$ cat src/rtl/lfsr_rand_gen_if.sv
// Request/response bus between a random-value client and lfsr_rand_gen.
interface lfsr_rand_gen_if #(
    parameter int unsigned OUT_WIDTH = 8
);
    logic                 i_req;
    logic [OUT_WIDTH-1:0] i_range;
    logic                 o_ready;
    logic                 o_valid;
    logic [OUT_WIDTH-1:0] o_value;

    // Client side: issues requests, consumes results.
    modport master (
        output i_req,
        output i_range,
        input  o_ready,
        input  o_valid,
        input  o_value
    );

    // Generator side.
    modport slave (
        input  i_req,
        input  i_range,
        output o_ready,
        output o_valid,
        output o_value
    );
endinterface

$ cat src/rtl/lfsr_rand_gen.sv
// Galois LFSR random generator with seed loading, lock-up recovery and a
// ranged-value request port served by bounded rejection sampling.
module lfsr_rand_gen #(
    parameter int unsigned       WIDTH     = 16,
    parameter logic [WIDTH-1:0]  TAPS      = WIDTH'(16'hB400),
    parameter logic [WIDTH-1:0]  SEED      = WIDTH'(16'h0001),
    parameter int unsigned       OUT_WIDTH = 8,
    parameter int unsigned       MAX_TRIES = 4
) (
    input  logic             i_clock,
    input  logic             i_reset,
    input  logic             i_enable,
    input  logic             i_seed_load,
    input  logic [WIDTH-1:0] i_seed,
    output logic [WIDTH-1:0] o_state,
    output logic             o_lockup,
    lfsr_rand_gen_if.slave   bus
);

    localparam int unsigned TRIES_W = (MAX_TRIES > 1) ? $clog2(MAX_TRIES) : 1;

    typedef enum logic {
        ST_IDLE   = 1'b0,
        ST_SEARCH = 1'b1
    } fsm_t;

    fsm_t                 fsm_q, fsm_d;
    logic [WIDTH-1:0]     state_q, state_d;
    logic                 lockup_q, lockup_d;
    logic [OUT_WIDTH-1:0] range_q, range_d;
    logic [OUT_WIDTH-1:0] mask_q, mask_d;
    logic [TRIES_W-1:0]   tries_q, tries_d;
    logic [OUT_WIDTH-1:0] value_q, value_d;
    logic                 valid_q, valid_d;
    logic                 ready_q, ready_d;
    logic                 lfsr_step;
    logic [OUT_WIDTH-1:0] cand;

    // Smallest 2^k - 1 covering range-1; a zero range means the full width.
    function automatic logic [OUT_WIDTH-1:0] range_mask(input logic [OUT_WIDTH-1:0] r);
        logic [OUT_WIDTH-1:0] m;
        if (r == '0) begin
            m = '1;
        end else begin
            m = r - OUT_WIDTH'(1);
            for (int i = 0; i < int'(OUT_WIDTH); i++) begin
                m = m | (m >> 1);
            end
        end
        return m;
    endfunction

    // LFSR next state: seed load, then zero-state recovery, then step.
    always_comb begin
        state_d   = state_q;
        lockup_d  = 1'b0;
        lfsr_step = i_enable || (fsm_q == ST_SEARCH);
        if (i_seed_load) begin
            if (i_seed != '0) begin
                state_d = i_seed;
            end else begin
                state_d  = SEED;
                lockup_d = 1'b1;
            end
        end else if (state_q == '0) begin
            state_d  = SEED;
            lockup_d = 1'b1;
        end else if (lfsr_step) begin
            state_d = state_q[0] ? ((state_q >> 1) ^ TAPS) : (state_q >> 1);
        end
    end

    // Request FSM: capture range in IDLE, sample candidates in SEARCH.
    always_comb begin
        fsm_d   = fsm_q;
        range_d = range_q;
        mask_d  = mask_q;
        tries_d = tries_q;
        value_d = value_q;
        valid_d = 1'b0;
        cand    = state_q[OUT_WIDTH-1:0] & mask_q;
        case (fsm_q)
            ST_IDLE: begin
                if (bus.i_req) begin
                    range_d = bus.i_range;
                    mask_d  = range_mask(bus.i_range);
                    tries_d = '0;
                    fsm_d   = ST_SEARCH;
                end
            end
            ST_SEARCH: begin
                if ((range_q == '0) || (cand < range_q)) begin
                    value_d = cand;
                    valid_d = 1'b1;
                    fsm_d   = ST_IDLE;
                end else if (tries_q == TRIES_W'(MAX_TRIES - 1)) begin
                    // mask < 2*range, so one subtraction lands in range
                    value_d = cand - range_q;
                    valid_d = 1'b1;
                    fsm_d   = ST_IDLE;
                end else begin
                    tries_d = tries_q + TRIES_W'(1);
                end
            end
            default: fsm_d = ST_IDLE;
        endcase
        ready_d = (fsm_d == ST_IDLE);
    end

    // State registers with synchronous reset.
    always_ff @(posedge i_clock) begin
        if (i_reset) begin
            fsm_q    <= ST_IDLE;
            state_q  <= SEED;
            lockup_q <= 1'b0;
            range_q  <= '0;
            mask_q   <= '0;
            tries_q  <= '0;
            value_q  <= '0;
            valid_q  <= 1'b0;
            ready_q  <= 1'b1;
        end else begin
            fsm_q    <= fsm_d;
            state_q  <= state_d;
            lockup_q <= lockup_d;
            range_q  <= range_d;
            mask_q   <= mask_d;
            tries_q  <= tries_d;
            value_q  <= value_d;
            valid_q  <= valid_d;
            ready_q  <= ready_d;
        end
    end

    assign o_state     = state_q;
    assign o_lockup    = lockup_q;
    assign bus.o_ready = ready_q;
    assign bus.o_valid = valid_q;
    assign bus.o_value = value_q;

endmodule
$ cat src/flat_wrapper.sv
// flat-port wrapper written by rule: the top's interface ports become plain ports
module lfsr_rand_gen_flat 
#(
    parameter int unsigned       WIDTH     = 16,
    parameter logic [WIDTH-1:0]  TAPS      = WIDTH'(16'hB400),
    parameter logic [WIDTH-1:0]  SEED      = WIDTH'(16'h0001),
    parameter int unsigned       OUT_WIDTH = 8,
    parameter int unsigned       MAX_TRIES = 4
)
  (i_clock, i_reset, i_enable, i_seed_load, i_seed, o_state, o_lockup, bus_i_req, bus_i_range, bus_o_ready, bus_o_valid, bus_o_value);
  lfsr_rand_gen_if #(.OUT_WIDTH(OUT_WIDTH)) bus_i ();
  input  logic i_clock;
  input  logic i_reset;
  input  logic i_enable;
  input  logic i_seed_load;
  input  logic [WIDTH-1:0] i_seed;
  output logic [WIDTH-1:0] o_state;
  output logic o_lockup;
  input wire logic [$bits(bus_i.i_req)-1:0] bus_i_req;
  input wire logic [$bits(bus_i.i_range)-1:0] bus_i_range;
  output wire logic [$bits(bus_i.o_ready)-1:0] bus_o_ready;
  output wire logic [$bits(bus_i.o_valid)-1:0] bus_o_valid;
  output wire logic [$bits(bus_i.o_value)-1:0] bus_o_value;
  assign bus_i.i_req = bus_i_req;
  assign bus_i.i_range = bus_i_range;
  assign bus_o_ready = bus_i.o_ready;
  assign bus_o_valid = bus_i.o_valid;
  assign bus_o_value = bus_i.o_value;
  lfsr_rand_gen #(.WIDTH(WIDTH), .TAPS(TAPS), .SEED(SEED), .OUT_WIDTH(OUT_WIDTH), .MAX_TRIES(MAX_TRIES)) u_core (.i_clock(i_clock), .i_reset(i_reset), .i_enable(i_enable), .i_seed_load(i_seed_load), .i_seed(i_seed), .o_state(o_state), .o_lockup(o_lockup), .bus(bus_i));
endmodule
$ cat config.mk
export PLATFORM = sky130hd
export DESIGN_NAME = lfsr_rand_gen_flat
export DESIGN_NICKNAME = d
export VERILOG_FILES = /design/src/rtl/lfsr_rand_gen_if.sv /design/src/rtl/lfsr_rand_gen.sv /design/src/flat_wrapper.sv
export SDC_FILE = /design/constraint.sdc
export NUM_CORES = 1
export LEC_CHECK = 0
export CELL_PAD_IN_SITES_DETAIL_PLACEMENT = 0
export CELL_PAD_IN_SITES_GLOBAL_PLACEMENT = 1
export CORE_MARGIN = 2
export CORE_UTILIZATION = 33
export CTS_CLUSTER_SIZE = 28
export DETAILED_ROUTE_END_ITERATION = 8
export PLACE_DENSITY = 0.81
export SLEW_MARGIN = 20
export SYNTH_ARGS = -nofsm -noshare
export SYNTH_HDL_FRONTEND = slang
export SYNTH_SLANG_ARGS = --single-unit
export TNS_END_PERCENT = 1
$ cat constraint.sdc
create_clock -name i_clock -period 2.9 [get_ports i_clock]
set_input_delay 0.29 -clock i_clock [delete_from_list [all_inputs] [get_ports i_clock]]
set_output_delay 0.29 -clock i_clock [all_outputs]
set_load 0.1 [all_outputs]
==> metrics.csv <==
stage;metric;value;unit
placement;Final HPWL DP;5351;um
synth;yosys synthesis warning count;0;
critical_path;Critical-path top delay cell;fa_1;
drt;vias per cell;5.068;
synth;synthesized cell area;2554;um^2
layout;layout cells sized above 1;14.32;%
sta;clk_skew;0.005416;ns
synth;syn nets;360;
cts;CTS tree;done;
floorplanning;Die ar.;8458;um^2
drt;DRC violations left;0;
critical_path;Arr. time, crit path;2.64;ns
sta;hold_ws;0.4538;ns
sta;Max Clk Rate;409.3;MHz
global_route;vias in the first global route;2276;
layout;Net count, final;412;
critical_path;Crit Path Class;flip-flop to flip-flop;
drt;final WL;6908;um
cts;clk slew on worst S/H paths;0.08;ns
synth;post-synth top area cell;dfxtp_1;
cts;cts hold-fix bufs;0;
synth;Synth area leaders;dfxtp_1, a211oi_1, nand2_1, ha_1, nor2_1;
critical_path;Startpoint Class;flip-flop;
sta;part of the cycle the worst path needs;84.24;%
sta;max_slew headroom;62.21;%
floorplanning;Ports;56;
outcome;outcome;finished, final reports clean;
critical_path;endpoint class of the critical path;flip-flop;
sta;Tmin final;2.443;ns
run;Max Cap Violations;0;
cts;postcts setup bufs;0;
synth;Async SR Flop Fraction;0;%
cts;clk_lat worst skew;0.30;ns
floorplanning;initial core utilization;33.57;%
floorplanning;Die X;91.97;um
sta;Hold Violations, Final;0;
sta;RSZ-0062 raised after global routing;false;
critical_path;worst stage delay on the critical path;0.44;ns
drt;First-pass DRT Iterations;4;
min_path;Min-Delay Path Class;flip-flop to flip-flop;
synth;count of unique library cells instantiated by Yosys;50;
cts;Sink Count;46;
power;Leak;1.328;nW
sta;worst setup margin;0.4571;ns
power;worst vdd ir;0.2165;mV
cts;CTS Buffer Depth;2;
synth;main flop type after synthesis;dfxtp_1;
placement;Routability Congestion;0.8704;
critical_path;Critical Path Fanout Max;13;
synth;sequential fraction of the synthesis area;36.06;%
placement;Placement Cell Area;3137;um^2
layout;final core occ;42.71;%
synth;Yosys reg bits;46;
synth;Yosys top cell area share;36.06;%
sta;worst slew pin tran;0.5647;ns
global_route;first-pass GRT wire length;11670;um
global_route;largest net degree at the start of global routing;44;
layout;# diodes;0;
sta;Setup TNS;0;ns
placement;port bufs;55;
sta;setup violators final;0;
floorplanning;Vert. Die Dim;91.97;um
layout;P&R area growth vs syn;27.24;%
drt;Routed WL per cell;14.64;um
cts;Inserted Clock Buffers;5;
layout;Multi-input gate area;1486;um^2
power;P per Cell Area;588.6;nW/um^2
synth;Post-Synthesis Mean Instance Area;8.031;um^2
sta;Slew Limit Fails;0;
critical_path;Req. time, crit path;3.09;ns
cts;Root Driver;clkbuf_8;
cts;H-tree levels;2;
layout;post-route cell area;3249;um^2
drt;Via Count;2392;
critical_path;worst-path cell chain;nand2_1 -> ha_1 -> fa_1 -> nand2b_1 -> a21oi_1 -> o311ai_2 -> o21a_2 -> nor3_1 -> inv_1;
floorplanning;Core ar.;7607;um^2
cts;post-CTS sizing;0;
global_route;GRT Overall Usage;17.02;%
global_route;initial antenna violation count;0;
synth;EDFF count, synth;0;
floorplanning;row cnt;32;
layout;Reg area;923.4;um^2
drt;Routed Antenna Nets;0;
placement;Placement Setup Slack;0.4929;ns
drt;DR iter-0 viols;154;
global_route;grt total ovfl;0;
synth;Cells after Synth;318;
layout;# fillers;809;
==> power breakdown <==
part           internal [W]  switching, W
Combinational      0.000213      0.000475
Sequential         0.000689     0.0000525
Clock              0.000276      0.000208
Total               0.00118      0.000735
==> registers in the layout, summed over array words and instances (netlist names) <==
signal / count
u_core.bus.o_valid: 1
u_core.o_lockup: 1
u_core.o_state: 16
u_core.bus.o_ready: 1
u_core.fsm_q: 1
u_core.mask_q: 8
u_core.range_q: 8
u_core.tries_q: 2
u_core.bus.o_value: 8
==> Yosys cell counts, types with 2 or more instances <==
cell type / n
nor2b_1: 2
and2_1: 7
a22oi_1: 2
buf_4: 2
nand2_1: 43
xnor2_1: 7
xor2_1: 7
nand3b_1: 2
a21oi_1: 16
inv_1: 17
nor2_1: 35
a211oi_1: 26
o21ai_0: 22
nand2b_1: 4
and3_1: 4
nor4_1: 10
ha_1: 12
mux2i_1: 2
a2bb2oi_1: 2
a31oi_1: 2
buf_1: 2
clkbuf_1: 9
nor3_1: 8
nand3_1: 2
dfxtp_1: 46
buf_2: 3
==> path summary, 6_finish.rpt <==
kind / from / cells after the start / end / slack, ns
setup / recovery: u_core.mask_q[0] / 9 / u_core.bus.o_ready / 0.46
hold / removal: u_core.mask_q[7] / 2 / u_core.mask_q[7] / 0.45
setup reg to reg: u_core.mask_q[0] / 9 / u_core.bus.o_ready / 0.46
hold reg to reg: u_core.mask_q[7] / 2 / u_core.mask_q[7] / 0.45
==> cells in the final DEF (no fill, tap or decap), drive strengths merged, types with 4 or more instances in the layout <==
master         netlist  routed
and3                 4       4
inv                 17      17
dfxtp               46      46
clkbuf               9       6
nand2b               4       4
nor2                35      35
clkdlybuf4s50        0      28
and2                 9       9
a211oi              26      26
nand2               44      44
nor4                11      11
a21oi               16      16
o21ai               23      23
xor2                 7       7
nor3                 8       8
xnor2                7       7
ha                  12      12
buf                  8      34
==> kinds of logic after synthesis <==
kind of cell | Yosys count | synth area share [%]
AO/OA/AOI/OAI | 84 | 22.54
adder cells (fa/ha/maj) | 13 | 6.663
AND/OR/NAND/NOR | 125 | 23.42
multiplexers | 2 | 0.7840
buffers and inverters | 34 | 5.732
flip-flops | 46 | 36.06
XOR/XNOR | 14 | 4.802
==> stage by stage <==
step                std cells  total power, W
floorplan                 318        0.001267
global placement          465        0.001441
detailed placement        465        0.001445
CTS                       472        0.001926
global route              472        0.002015
finish                    472        0.001912
==> worst max-delay path: cells and delay by family, from the launching register on <==
| family | cells | cell delay, ns |
|---|---|---|
| buf+inv | 1 | 0.06 |
| flops | 1 | 0.37 |
| compound gates | 3 | 0.77 |
| simple gates | 3 | 0.48 |
| fa+ha+maj | 2 | 0.67 |
==> layout make-up <==
type                    instances  area share (%)
clock buffers                   6           2.541
repair buffers                 62           16.48
well taps                     102           3.928
clock inverters                 1          0.9241
inverters                      17           1.964
flip-flops and latches         46           28.42
multi-input cells             238           45.75
==> metal layers <==
metal	up-vias	share of wire [%]	GRT usage, %
li1	1227	-	-
met1	1117	49	23.77
met2	40	47	27.02
met3	8	3.0	3.040
met4	0	1.2	4.726
met5	-	0	0
No activity file was read; power rests on OpenSTA's default activity.
